<file path="config.mk">
export PLATFORM = sky130hd
export DESIGN_NAME = rst_sequencer
export DESIGN_NICKNAME = d
export VERILOG_FILES = /design/src/rtl/rst_sequencer.sv
export SDC_FILE = /design/constraint.sdc
export NUM_CORES = 1
export LEC_CHECK = 0
export BUFFER_PORTS_ARGS = -buffer_cell sky130_fd_sc_hd__buf_2
export CAP_MARGIN = 10
export CORE_MARGIN = 10
export CORE_UTILIZATION = 30
export CTS_CLUSTER_DIAMETER = 40
export CTS_CLUSTER_SIZE = 20
export DETAILED_ROUTE_END_ITERATION = 8
export PLACE_DENSITY = 0.55
export SYNTH_ARGS = -nofsm -noshare
export SYNTH_HDL_FRONTEND = slang
export SYNTH_SLANG_ARGS = --single-unit
</file>
<file path="constraint.sdc">
create_clock -name sys_clock -period 2.45 [get_ports sys_clock]
set_clock_uncertainty 0.15 [all_clocks]
set_input_delay 0.49 -clock sys_clock [delete_from_list [all_inputs] [get_ports sys_clock]]
set_output_delay 0.49 -clock sys_clock [all_outputs]
set_load 0.1 [all_outputs]
</file>
<file path="src/rtl/rst_sequencer.sv">
// rst_sequencer: staged reset release for interconnect, peripherals and core.
// Inputs are synchronized and debounced; aborts are counted and their cause recorded.
module rst_sequencer #(
    parameter int unsigned DEBOUNCE_CYCLES = 16,
    parameter int unsigned STAGE_GAP       = 16
) (
    input  logic       sys_clock,
    input  logic       reset,
    input  logic       ext_reset_in,
    input  logic       dcm_locked,
    input  logic       sw_reset_req,
    output logic       bus_struct_reset,
    output logic       interconnect_aresetn,
    output logic       peripheral_reset,
    output logic       peripheral_aresetn,
    output logic       mb_reset,
    output logic       rst_done,
    output logic [1:0] rst_cause,
    output logic [7:0] abort_count
);

    localparam logic [15:0] DEB_LAST = 16'(DEBOUNCE_CYCLES - 1);
    localparam logic [15:0] GAP_LAST = 16'(STAGE_GAP - 1);

    typedef enum logic [1:0] {
        HOLD   = 2'd0,
        BUS    = 2'd1,
        PERIPH = 2'd2,
        RUN    = 2'd3
    } state_t;

    state_t      state;
    state_t      state_nx;
    logic        ext_meta;
    logic        ext_sync;
    logic        lock_meta;
    logic        lock_sync;
    logic [15:0] deb_cnt;
    logic [15:0] deb_nx;
    logic [15:0] gap_cnt;
    logic [15:0] gap_nx;
    logic [1:0]  cause_nx;
    logic [7:0]  aborts_nx;
    logic        bus_nx;
    logic        periph_nx;
    logic        mb_nx;
    logic        done_nx;
    logic        qualified;
    logic        lock_lost;
    logic        abort;

    // Sync reset values pick the safe side: button pressed, clock unlocked.
    always_ff @(posedge sys_clock) begin
        if (reset) begin
            ext_meta  <= 1'b1;
            ext_sync  <= 1'b1;
            lock_meta <= 1'b0;
            lock_sync <= 1'b0;
        end else begin
            ext_meta  <= ext_reset_in;
            ext_sync  <= ext_meta;
            lock_meta <= dcm_locked;
            lock_sync <= lock_meta;
        end
    end

    always_comb begin
        qualified = ~ext_sync & lock_sync;
        lock_lost = ~lock_sync;
        abort     = (state != HOLD) &
                    (lock_lost | ext_sync | sw_reset_req);
        state_nx  = state;
        deb_nx    = '0;
        gap_nx    = '0;
        cause_nx  = rst_cause;
        aborts_nx = abort_count;

        unique case (state)
            HOLD: begin
                if (qualified && !sw_reset_req) begin
                    if (deb_cnt == DEB_LAST)
                        state_nx = BUS;
                    else
                        deb_nx = deb_cnt + 16'd1;
                end
            end
            BUS: begin
                if (gap_cnt == GAP_LAST)
                    state_nx = PERIPH;
                else
                    gap_nx = gap_cnt + 16'd1;
            end
            PERIPH: begin
                if (gap_cnt == GAP_LAST)
                    state_nx = RUN;
                else
                    gap_nx = gap_cnt + 16'd1;
            end
            RUN: state_nx = RUN;
            default: state_nx = HOLD;
        endcase

        // Abort overrides any stage timeout taken above.
        if (abort) begin
            state_nx = HOLD;
            gap_nx   = '0;
            if (lock_lost)
                cause_nx = 2'b10;
            else if (ext_sync)
                cause_nx = 2'b01;
            else
                cause_nx = 2'b11;
            if (abort_count != 8'hFF)
                aborts_nx = abort_count + 8'd1;
        end

        bus_nx    = (state_nx == HOLD);
        periph_nx = (state_nx == HOLD) || (state_nx == BUS);
        mb_nx     = (state_nx != RUN);
        done_nx   = (state_nx == RUN);
    end

    always_ff @(posedge sys_clock) begin
        if (reset) begin
            state            <= HOLD;
            deb_cnt          <= '0;
            gap_cnt          <= '0;
            rst_cause        <= 2'b00;
            abort_count      <= 8'd0;
            bus_struct_reset <= 1'b1;
            peripheral_reset <= 1'b1;
            mb_reset         <= 1'b1;
            rst_done         <= 1'b0;
        end else begin
            state            <= state_nx;
            deb_cnt          <= deb_nx;
            gap_cnt          <= gap_nx;
            rst_cause        <= cause_nx;
            abort_count      <= aborts_nx;
            bus_struct_reset <= bus_nx;
            peripheral_reset <= periph_nx;
            mb_reset         <= mb_nx;
            rst_done         <= done_nx;
        end
    end

    assign interconnect_aresetn = ~bus_struct_reset;
    assign peripheral_aresetn   = ~peripheral_reset;

endmodule

</file>
# Word-level counts from Yosys, hierarchy flattened
# Cells that the tools add are included.
[word_totals] register_bits=52 output_inout_bits=16 elab_cells=54
[classes] add_sub_neg=3 n_eq_ne=9 mux=8 bitwise=11 reduce_logical=10
[ops] operator="16-bit by 1-bit adder with 16-bit output, second input constant" n=2
[ops] operator="16-bit by 4-bit equality test with 1-bit output, second input constant" n=2
[ops] operator="2-bit two-way mux" n=7
[ops] operator="8-bit by 1-bit adder with 8-bit output, second input constant" n=1
[ops] operator="8-bit inequality test, second input constant" n=1
[ops] operator="2-bit one-hot mux with 4 select lines" n=1
[ops] operator="4-bit OR reduction" n=2
[ops] operator="1-bit NOT" n=7
[ops] operator="2-bit equality test, second input constant" n=3
[ops] operator="2-bit by 1-bit equality test with 1-bit output, second input constant" n=2
[ops] operator="2-bit logical NOT" n=2
[ops] operator="1-bit bitwise AND" n=2
[ops] operator="2-bit inequality test, second input constant" n=1
[ops] operator="1-bit bitwise OR" n=2
[ops] operator="2-bit AND reduction" n=1
[ops] operator="2-bit nonzero test" n=1
[ops] operator="2-bit OR reduction" n=1
[ops] operator="1-bit logical AND" n=1
[ops] operator="1-bit logical NOT" n=1
[ops] operator="1-bit logical OR" n=1

# Longest topological paths before layout
# Gate-level depths: netlist of run 1.
[depth] word_depth=8 ltp_mapped=8 ltp_nobuf=7

# Least setup slack after synthesis of run 1
# Ideal clock, no wire load.
[synth_path] path_kind="register to output" from="reg bus_struct_reset" to="out interconnect_aresetn" arrival_time_ns=1.610 slack_ns=0.200 path_stages_with_launch=2 n_path_buf=0 cell_sequence="dfxtp_1 inv_1"
[synth_between] elab_chain_cells=1
[synth_lines] element="start: declaration" line="12" source="output logic bus_struct_reset,"
[synth_lines] element="start signal: assignment" line="140" source="bus_struct_reset <= bus_nx;"
[synth_lines] element="1-bit NOT" line="147" source="assign interconnect_aresetn = ~bus_struct_reset;"
[synth_lines] element="end: declaration" line="13" source="output logic interconnect_aresetn,"
# Every way passes these cells.

# Final worst setup path of run 1
[layout_path] from="reg gap_cnt[0]" to="reg mb_reset"
[layout_between] elab_chain_cells=5
[layout_lines] element="start: declaration" line="40" source="logic [15:0] gap_cnt;"
[layout_lines] element="start signal: assignment" line="137" source="gap_cnt <= gap_nx;"
[layout_lines] element="16-bit by 4-bit equality test with 1-bit output *" line="88, 94"
[layout_lines] element="2-bit two-way mux, on equally long branches" line="94, 88"
[layout_lines] element="2-bit one-hot mux with 4 select lines *" line="78" source="unique case (state)"
[layout_lines] element="2-bit two-way mux *" line="104" source="if (abort) begin"
[layout_lines] element="2-bit inequality test *" line="119" source="mb_nx = (state_nx != RUN);"
[layout_lines] element="end signal: assignment" line="142" source="mb_reset <= mb_nx;"
[layout_lines] element="end: declaration" line="16" source="output logic mb_reset,"
# Every way passes the cells marked *; elsewhere a longest branch is shown, timed or not.
# A chain may end at the register's enable or synchronous reset.

==> results of run 1 <==
## layer usage
metal	global-route usage	share of wire
met5	0	0
met4	0.0377	0.020
met3	0.0260	0.056
met2	0.115	0.44
met1	0.0863	0.49
## critical path, delay by kind of cell, from the launching register on
kind / cells / cell delay (ns)
AO/OA/AOI/OAI: 1 / 0.31
adder cells (fa/ha/maj): 1 / 0.25
flip-flops: 1 / 0.35
AND/OR/NAND/NOR: 4 / 0.96
## registers in the layout (all words and copies together), names as in the netlist
| signal | cells |
|---|---|
| lock_meta | 1 |
| mb_reset | 1 |
| bus_struct_reset | 1 |
| ext_sync | 1 |
| ext_meta | 1 |
| gap_cnt | 16 |
| lock_sync | 1 |
| rst_cause | 2 |
| peripheral_reset | 1 |
| state | 2 |
| rst_done | 1 |
| deb_cnt | 16 |
| abort_count | 8 |
## logic make-up after synthesis
group	Yosys count	synth area share
AND/OR/NAND/NOR	119	0.291
flip-flops	52	0.465
XOR/XNOR	31	0.121
AO/OA/AOI/OAI	18	0.0486
buffers and inverters	16	0.0291
adder cells (fa/ha/maj)	8	0.0447
## worst paths after layout
check / startpoint / end / slack (ns) / cells after the start
setup / recovery: gap_cnt[0]$_SDFF_PP0_ / mb_reset$_SDFF_PP1_ / 0.30 / 6
hold reg to reg: ext_meta$_SDFF_PP1_ / ext_sync$_SDFF_PP1_ / 0.27 / 1
setup reg to reg: gap_cnt[0]$_SDFF_PP0_ / mb_reset$_SDFF_PP1_ / 0.30 / 6
hold / removal: ext_reset_in / ext_meta$_SDFF_PP1_ / 0.22 / 2
## synthesized netlist by cell type
library cell                instances  share of area
sky130_fd_sc_hd__clkbuf_1           3         0.0050
sky130_fd_sc_hd__o2111ai_1          1         0.0039
sky130_fd_sc_hd__and4_2             1         0.0045
sky130_fd_sc_hd__buf_2              1         0.0022
sky130_fd_sc_hd__nor4_1             5          0.014
sky130_fd_sc_hd__and2_1             3         0.0084
sky130_fd_sc_hd__nand4b_1           1         0.0039
sky130_fd_sc_hd__a221oi_2           1         0.0067
sky130_fd_sc_hd__xor2_1            21          0.082
sky130_fd_sc_hd__nor3b_1            1         0.0034
sky130_fd_sc_hd__or3_1              4          0.011
sky130_fd_sc_hd__nand4_1           11          0.031
sky130_fd_sc_hd__and4_1             4          0.016
sky130_fd_sc_hd__xnor2_1           10          0.039
sky130_fd_sc_hd__nand3_1           14          0.031
sky130_fd_sc_hd__or3b_1             1         0.0039
sky130_fd_sc_hd__nor3_1             2         0.0045
sky130_fd_sc_hd__or2_2              2         0.0056
sky130_fd_sc_hd__or4_1              2         0.0067
sky130_fd_sc_hd__buf_4              1         0.0034
sky130_fd_sc_hd__nor4_4             2          0.019
sky130_fd_sc_hd__and3_1             8          0.022
sky130_fd_sc_hd__nor4_2             1         0.0056
sky130_fd_sc_hd__ha_1               8          0.045
sky130_fd_sc_hd__and4b_1            1         0.0045
sky130_fd_sc_hd__o21ai_0            6          0.013
sky130_fd_sc_hd__nor2_1            40          0.067
sky130_fd_sc_hd__dfxtp_1           52           0.47
sky130_fd_sc_hd__nor2b_1            2         0.0056
sky130_fd_sc_hd__a21oi_1            8          0.018
sky130_fd_sc_hd__a311oi_1           1         0.0039
sky130_fd_sc_hd__nand2_1           14          0.023
sky130_fd_sc_hd__a31oi_1            1         0.0028
sky130_fd_sc_hd__inv_1             11          0.018
## layout by cell type, fill, tap and decap left out, types with 10 or more instances in the layout
master | Yosys | routed
sky130_fd_sc_hd__dfxtp_1 | 52 | 52
sky130_fd_sc_hd__nor2_1 | 40 | 40
sky130_fd_sc_hd__xor2_1 | 21 | 21
sky130_fd_sc_hd__buf_2 | 1 | 20
sky130_fd_sc_hd__nand2_1 | 14 | 14
sky130_fd_sc_hd__nand3_1 | 14 | 14
sky130_fd_sc_hd__inv_1 | 11 | 11
sky130_fd_sc_hd__nand4_1 | 11 | 11
sky130_fd_sc_hd__xnor2_1 | 10 | 10
## power by group through the flow
stage          clock (W)  combinational [W]  sequential [W]
2_1_floorplan          0         0.00000646        0.000868
3_3_place_gp           0          0.0000116        0.000869
3_5_place_dp           0          0.0000119        0.000869
4_1_cts         0.000472          0.0000121        0.000849
5_1_grt         0.000502          0.0000134        0.000849
6_report        0.000453          0.0000117        0.000849
## cell type report
| class | instances | area (um2) |
|---|---|---|
| fill | 752 | 4720 |
| clock buffer | 6 | 72.6 |
| tap | 99 | 124 |
| clock inverter | 1 | 5.00 |
| sequential | 52 | 1040 |
| inverter | 11 | 41.3 |
| timing repair buffer | 22 | 115 |
| multi-input combinational | 176 | 1130 |
## per-stage QoR
stage / hold WS, ns / std cells
final: 0.217 / 367
after global routing: 0.214 / 367
after CTS: 0.212 / 367
after detailed placement: 0.254 / 360
after global placement: 0.243 / 360
after floorplan: 0.239 / 244
==> reports/qor.yml, run 1 <==
status: "finished, final reports clean"
ctsRootBufferMaster: "sky130_fd_sc_hd__clkbuf_8"
drive_gt1_frac: 0.131
cpPeakStageDelay_ns: 0.47
syn-instance-count: 244
worst-endpoint-arrival_ns: 2.17
setup-tns-final_ns: 0
criticalPathCategory: "reg2reg"
ctsLongestPathBuffers: 2
power.density_cell_area_nw_per_um2: 519
ratio_of_final_minimum_period_to_clock_period: 0.876
power.share.clock: 0.345
areaGrowthSynthToFinish_pct: 13.1
critical_path.slowest_cell: "sky130_fd_sc_hd__or4_1"
port_buffers: 20
number_of_antenna_violations_at_the_first_check_in_global_routing: 0
antenna_cells_inserted: 0
total_standard_cell_area_after_synthesis_um2: 2240
num_vias: 1681
clk-insertion-delay-late_ns: 0.30
place_area_um2: 2450
grt_max_degree: 17
crit_path_cell_trace: "ha_1, and3_1, nand4_1, a221oi_2, nand2_1, or4_1"
drtPass1Iterations: 4
die_y_um: 106
cellInternalPower_w: 0.00105
synth-seq-area-share: 0.465
required_ns: 2.48
synthesized_flop_and_latch_total: 52
maxCapViolCount: 0
coreArea_um2: 7250
floorplan.initialDensity: 0.309
worst_slew_margin_rel: 0.612
synth.lib_cells_used.distinct: 34
tightestPinTransition_ns: 0.580
setup_viol: 0
global_route_congestion_overflow_total: 0
grt_setup_unrepaired: "false"
final_core_utilization: 0.349
vias_per_cell: 4.58
yosys_warnings: 0
number_of_h_tree_levels: 2
routed_wirelength_um: 4010
postCtsSetupRepairBufs: 0
leakage_nw: 0.933
path_max_fanout: 5
highest_attainable_clock_frequency_ghz: 0.466
clk_transition_reported_paths_ns: 0.09
combinationalPowerShare: 0.009
worst_setup_path_end_kind: "register"
cts_tree: "done"
p_seq_frac: 0.646
clkSinkCount: 52
hold_class: "in2reg"
postSynthAreaPerCell_um2: 9.17
grt_pass1_wl_um: 6960
report.final.slew_viol_count: 0
dieArea_um2: 11300
die_width_um: 106
floorplan.rows: 31
p_switching_w: 0.000266
grtUsageTotal: 0.0732
post_cts_resized: 0
number_of_global_route_vias_before_repair: 1539
timing_hold_violations_final: 0
netSwitchingFraction: 0.203
place_congestion: 0.763
drc_errors: 0
kind_of_start_point_of_the_critical_path: "register"
cts_hold_buffers: 0
final_nets: 281
fin_area_um2: 2530
place_ws_ns: 0.224
fin_ws_ns: 0.304
post-route-min-period_ns: 2.15
num_io_pins: 21
detail_route.iter0.violations: 53
place.detailed.hpwl_um: 2950
power.ir.vdd_worst_v: 0.000216
cts_made_buffers: 5
wl_per_cell_um: 10.9
post-layout-total-power_w: 0.00131
ant_nets: 0
postSynthNetCount: 257
Note: power is estimated with default switching activity, not from simulation.
==> run 2, diff against run 1 <==
--- a/config.mk
+++ b/config.mk
@@ -5,7 +5,7 @@
 export SDC_FILE = /design/constraint.sdc
 export NUM_CORES = 1
 export LEC_CHECK = 0
-export BUFFER_PORTS_ARGS = -buffer_cell sky130_fd_sc_hd__buf_2
+export BUFFER_PORTS_ARGS = -buffer_cell sky130_fd_sc_hd__clkbuf_2
 export CAP_MARGIN = 10
 export CORE_MARGIN = 10
 export CORE_UTILIZATION = 30
==> run 2 against run 1 <==
Wire length is 1.4% higher. Setup slack worse by 0.024 ns. Design area is 0.30% higher. Register-to-register slack worse by 0.02 ns. Global-route usage is 0.56 points higher. Via count stayed put. Core utilization is 0.10 points higher. Critical path depth stayed put. Total power is 0.13% lower. Sequential cell count stayed put.
==> reports/qor.yml, run 2 (synthesis gave the netlist of run 1 again) <==
port_buffers: 20
dieArea_um2: 11300
setup-tns-final_ns: 0
die_y_um: 106
post-layout-total-power_w: 0.00131
die_width_um: 106
sequential_cell_area_um2: 1040
areaGrowthSynthToFinish_pct: 13.4
fin_ws_ns: 0.280
regToRegStartpoint: "gap_cnt[0]$_SDFF_PP0_"
ant_nets: 0
grt_max_degree: 17
worst_slew_margin_rel: 0.607
ratio_of_final_minimum_period_to_clock_period: 0.886
number_of_antenna_violations_at_the_first_check_in_global_routing: 0
hold_start: "ext_reset_in"
wl_per_cell_um: 11.0
multi_input_comb_area_um2: 1130
crit_path_cell_trace: "ha_1, and3_1, nand4_1, a221oi_2, nand2_1, or4_1"
drc_errors: 0
fillers: 758
cpPeakStageDelay_ns: 0.46
crit_start: "gap_cnt[0]$_SDFF_PP0_"
biggestRegsByFlops: "deb_cnt (16), gap_cnt (16), abort_count (8)"
postCtsSetupRepairBufs: 0
drtPass1Iterations: 4
clkSinkCount: 52
num_vias: 1681
path_buf_inv: 0
worst-endpoint-arrival_ns: 2.20
num_io_pins: 21
vias_per_cell: 4.57
path_max_fanout: 5
placedCellCount: 361
worst_setup_path_end_kind: "register"
detail_route.iter0.violations: 60
coreArea_um2: 7250
antenna_cells_inserted: 0
post_layout_nonfiller_instances: 368
cts_made_buffers: 5
number_of_h_tree_levels: 2
post_cts_resized: 0
power.density_cell_area_nw_per_um2: 517
cts_tree: "done"
ff2ff_setup_slack_ns: 0.28
number_of_global_route_vias_before_repair: 1640
final_common_cell: "sky130_fd_sc_hd__dfxtp_1"
leakage_nw: 0.930
status: "finished, final reports clean"
grt_setup_unrepaired: "false"
maxCapViolCount: 0
place_congestion: 0.746
clk-insertion-delay-late_ns: 0.30
highest_attainable_clock_frequency_ghz: 0.461
hold-path-endpoint: "ext_meta$_SDFF_PP1_"
floorplan.rows: 31
layout_common_cells: "sky130_fd_sc_hd__dfxtp_1 (52), sky130_fd_sc_hd__nor2_1 (40), sky130_fd_sc_hd__xor2_1 (21), sky130_fd_sc_hd__clkbuf_2 (20)"
floorplan.initialDensity: 0.309
grtUsageTotal: 0.0788
path_delay_family: "simple AND/OR/NAND/NOR gates"
power.ir.vdd_worst_v: 0.000175
kind_of_start_point_of_the_critical_path: "register"
criticalPathCategory: "reg2reg"
ctsLongestPathBuffers: 2
setup_viol: 0
post-route-min-period_ns: 2.17
cts_hold_buffers: 0
ctsRootBufferMaster: "sky130_fd_sc_hd__clkbuf_8"
hold_path_depth: 2
place.detailed.hpwl_um: 3010
routed_wirelength_um: 4070
grt_pass1_wl_um: 7590
place_ws_ns: 0.201
timing_hold_violations_final: 0
hold_class: "in2reg"
clk_transition_reported_paths_ns: 0.09
final_nets: 282
global_route_congestion_overflow_total: 0
critical_path.slowest_cell: "sky130_fd_sc_hd__or4_1"
worstRegToRegCells: 6
tightestPinTransition_ns: 0.587
report.final.slew_viol_count: 0
drive_gt1_frac: 0.134
worst_r2r_endpoint: "mb_reset$_SDFF_PP1_"
required_ns: 2.48
[run 2: cell types whose count changed in the layout (fill, tap and decap cells not counted)]
cell / before / now
sky130_fd_sc_hd__buf_2: 20 / 0
sky130_fd_sc_hd__clkbuf_2: 0 / 20
sky130_fd_sc_hd__buf_4: 2 / 3
[run 2: layout make-up]
| class | instances | area share |
|---|---|---|
| timing repair buffer | 23 | 0.0483 |
| sequential | 52 | 0.410 |
| clock inverter | 1 | 0.00197 |
| clock buffer | 6 | 0.0286 |
| multi-input combinational | 176 | 0.446 |
| inverter | 11 | 0.0163 |
| tap | 99 | 0.0488 |
[run 2: worst max-delay path by stage]
stage,endpoint,depth (start not counted)
final,mb_reset$_SDFF_PP1_,6
after global routing,mb_reset$_SDFF_PP1_,6
after CTS,mb_reset$_SDFF_PP1_,6
after detailed placement,mb_reset$_SDFF_PP1_,5
after global placement,mb_reset$_SDFF_PP1_,5
after floorplan,interconnect_aresetn,1
[run 2: per-layer routing]
metal | wire (um) | up-vias | GRT usage
met5 | 0 | - | 0
met4 | 74 | 0 | 0.0406
met3 | 203 | 4 | 0.0229
met2 | 1760 | 25 | 0.125
met1 | 2030 | 752 | 0.0950
li1 | - | 900 | -
[run 2: per-stage QoR]
stage | cell area (um2) | hold slack [ns] | util
2_1_floorplan | 2240 | 0.239 | -
3_3_place_gp | 2460 | 0.244 | 0.339
3_5_place_dp | 2460 | 0.249 | 0.339
4_1_cts | 2540 | 0.203 | 0.350
5_1_grt | 2540 | 0.206 | 0.350
6_report | 2540 | 0.222 | 0.350
[run 2: worst reg2reg max path, stage by stage (launching register included)]
cell                       delay [ns]
sky130_fd_sc_hd__dfxtp_1         0.35
sky130_fd_sc_hd__ha_1            0.25
sky130_fd_sc_hd__and3_1          0.25
sky130_fd_sc_hd__nand4_1         0.16
sky130_fd_sc_hd__a221oi_2        0.33
sky130_fd_sc_hd__nand2_1         0.11
sky130_fd_sc_hd__or4_1           0.46
[run 2: power by group]
| group | total, W | internal, W | leakage [nW] | switching [W] |
|---|---|---|---|---|
| Clock | 0.000450 | 0.000195 | 0.0410 | 0.000255 |
| Combinational | 0.0000132 | 0.00000593 | 0.470 | 0.00000732 |
| Sequential | 0.000849 | 0.000847 | 0.420 | 0.00000126 |
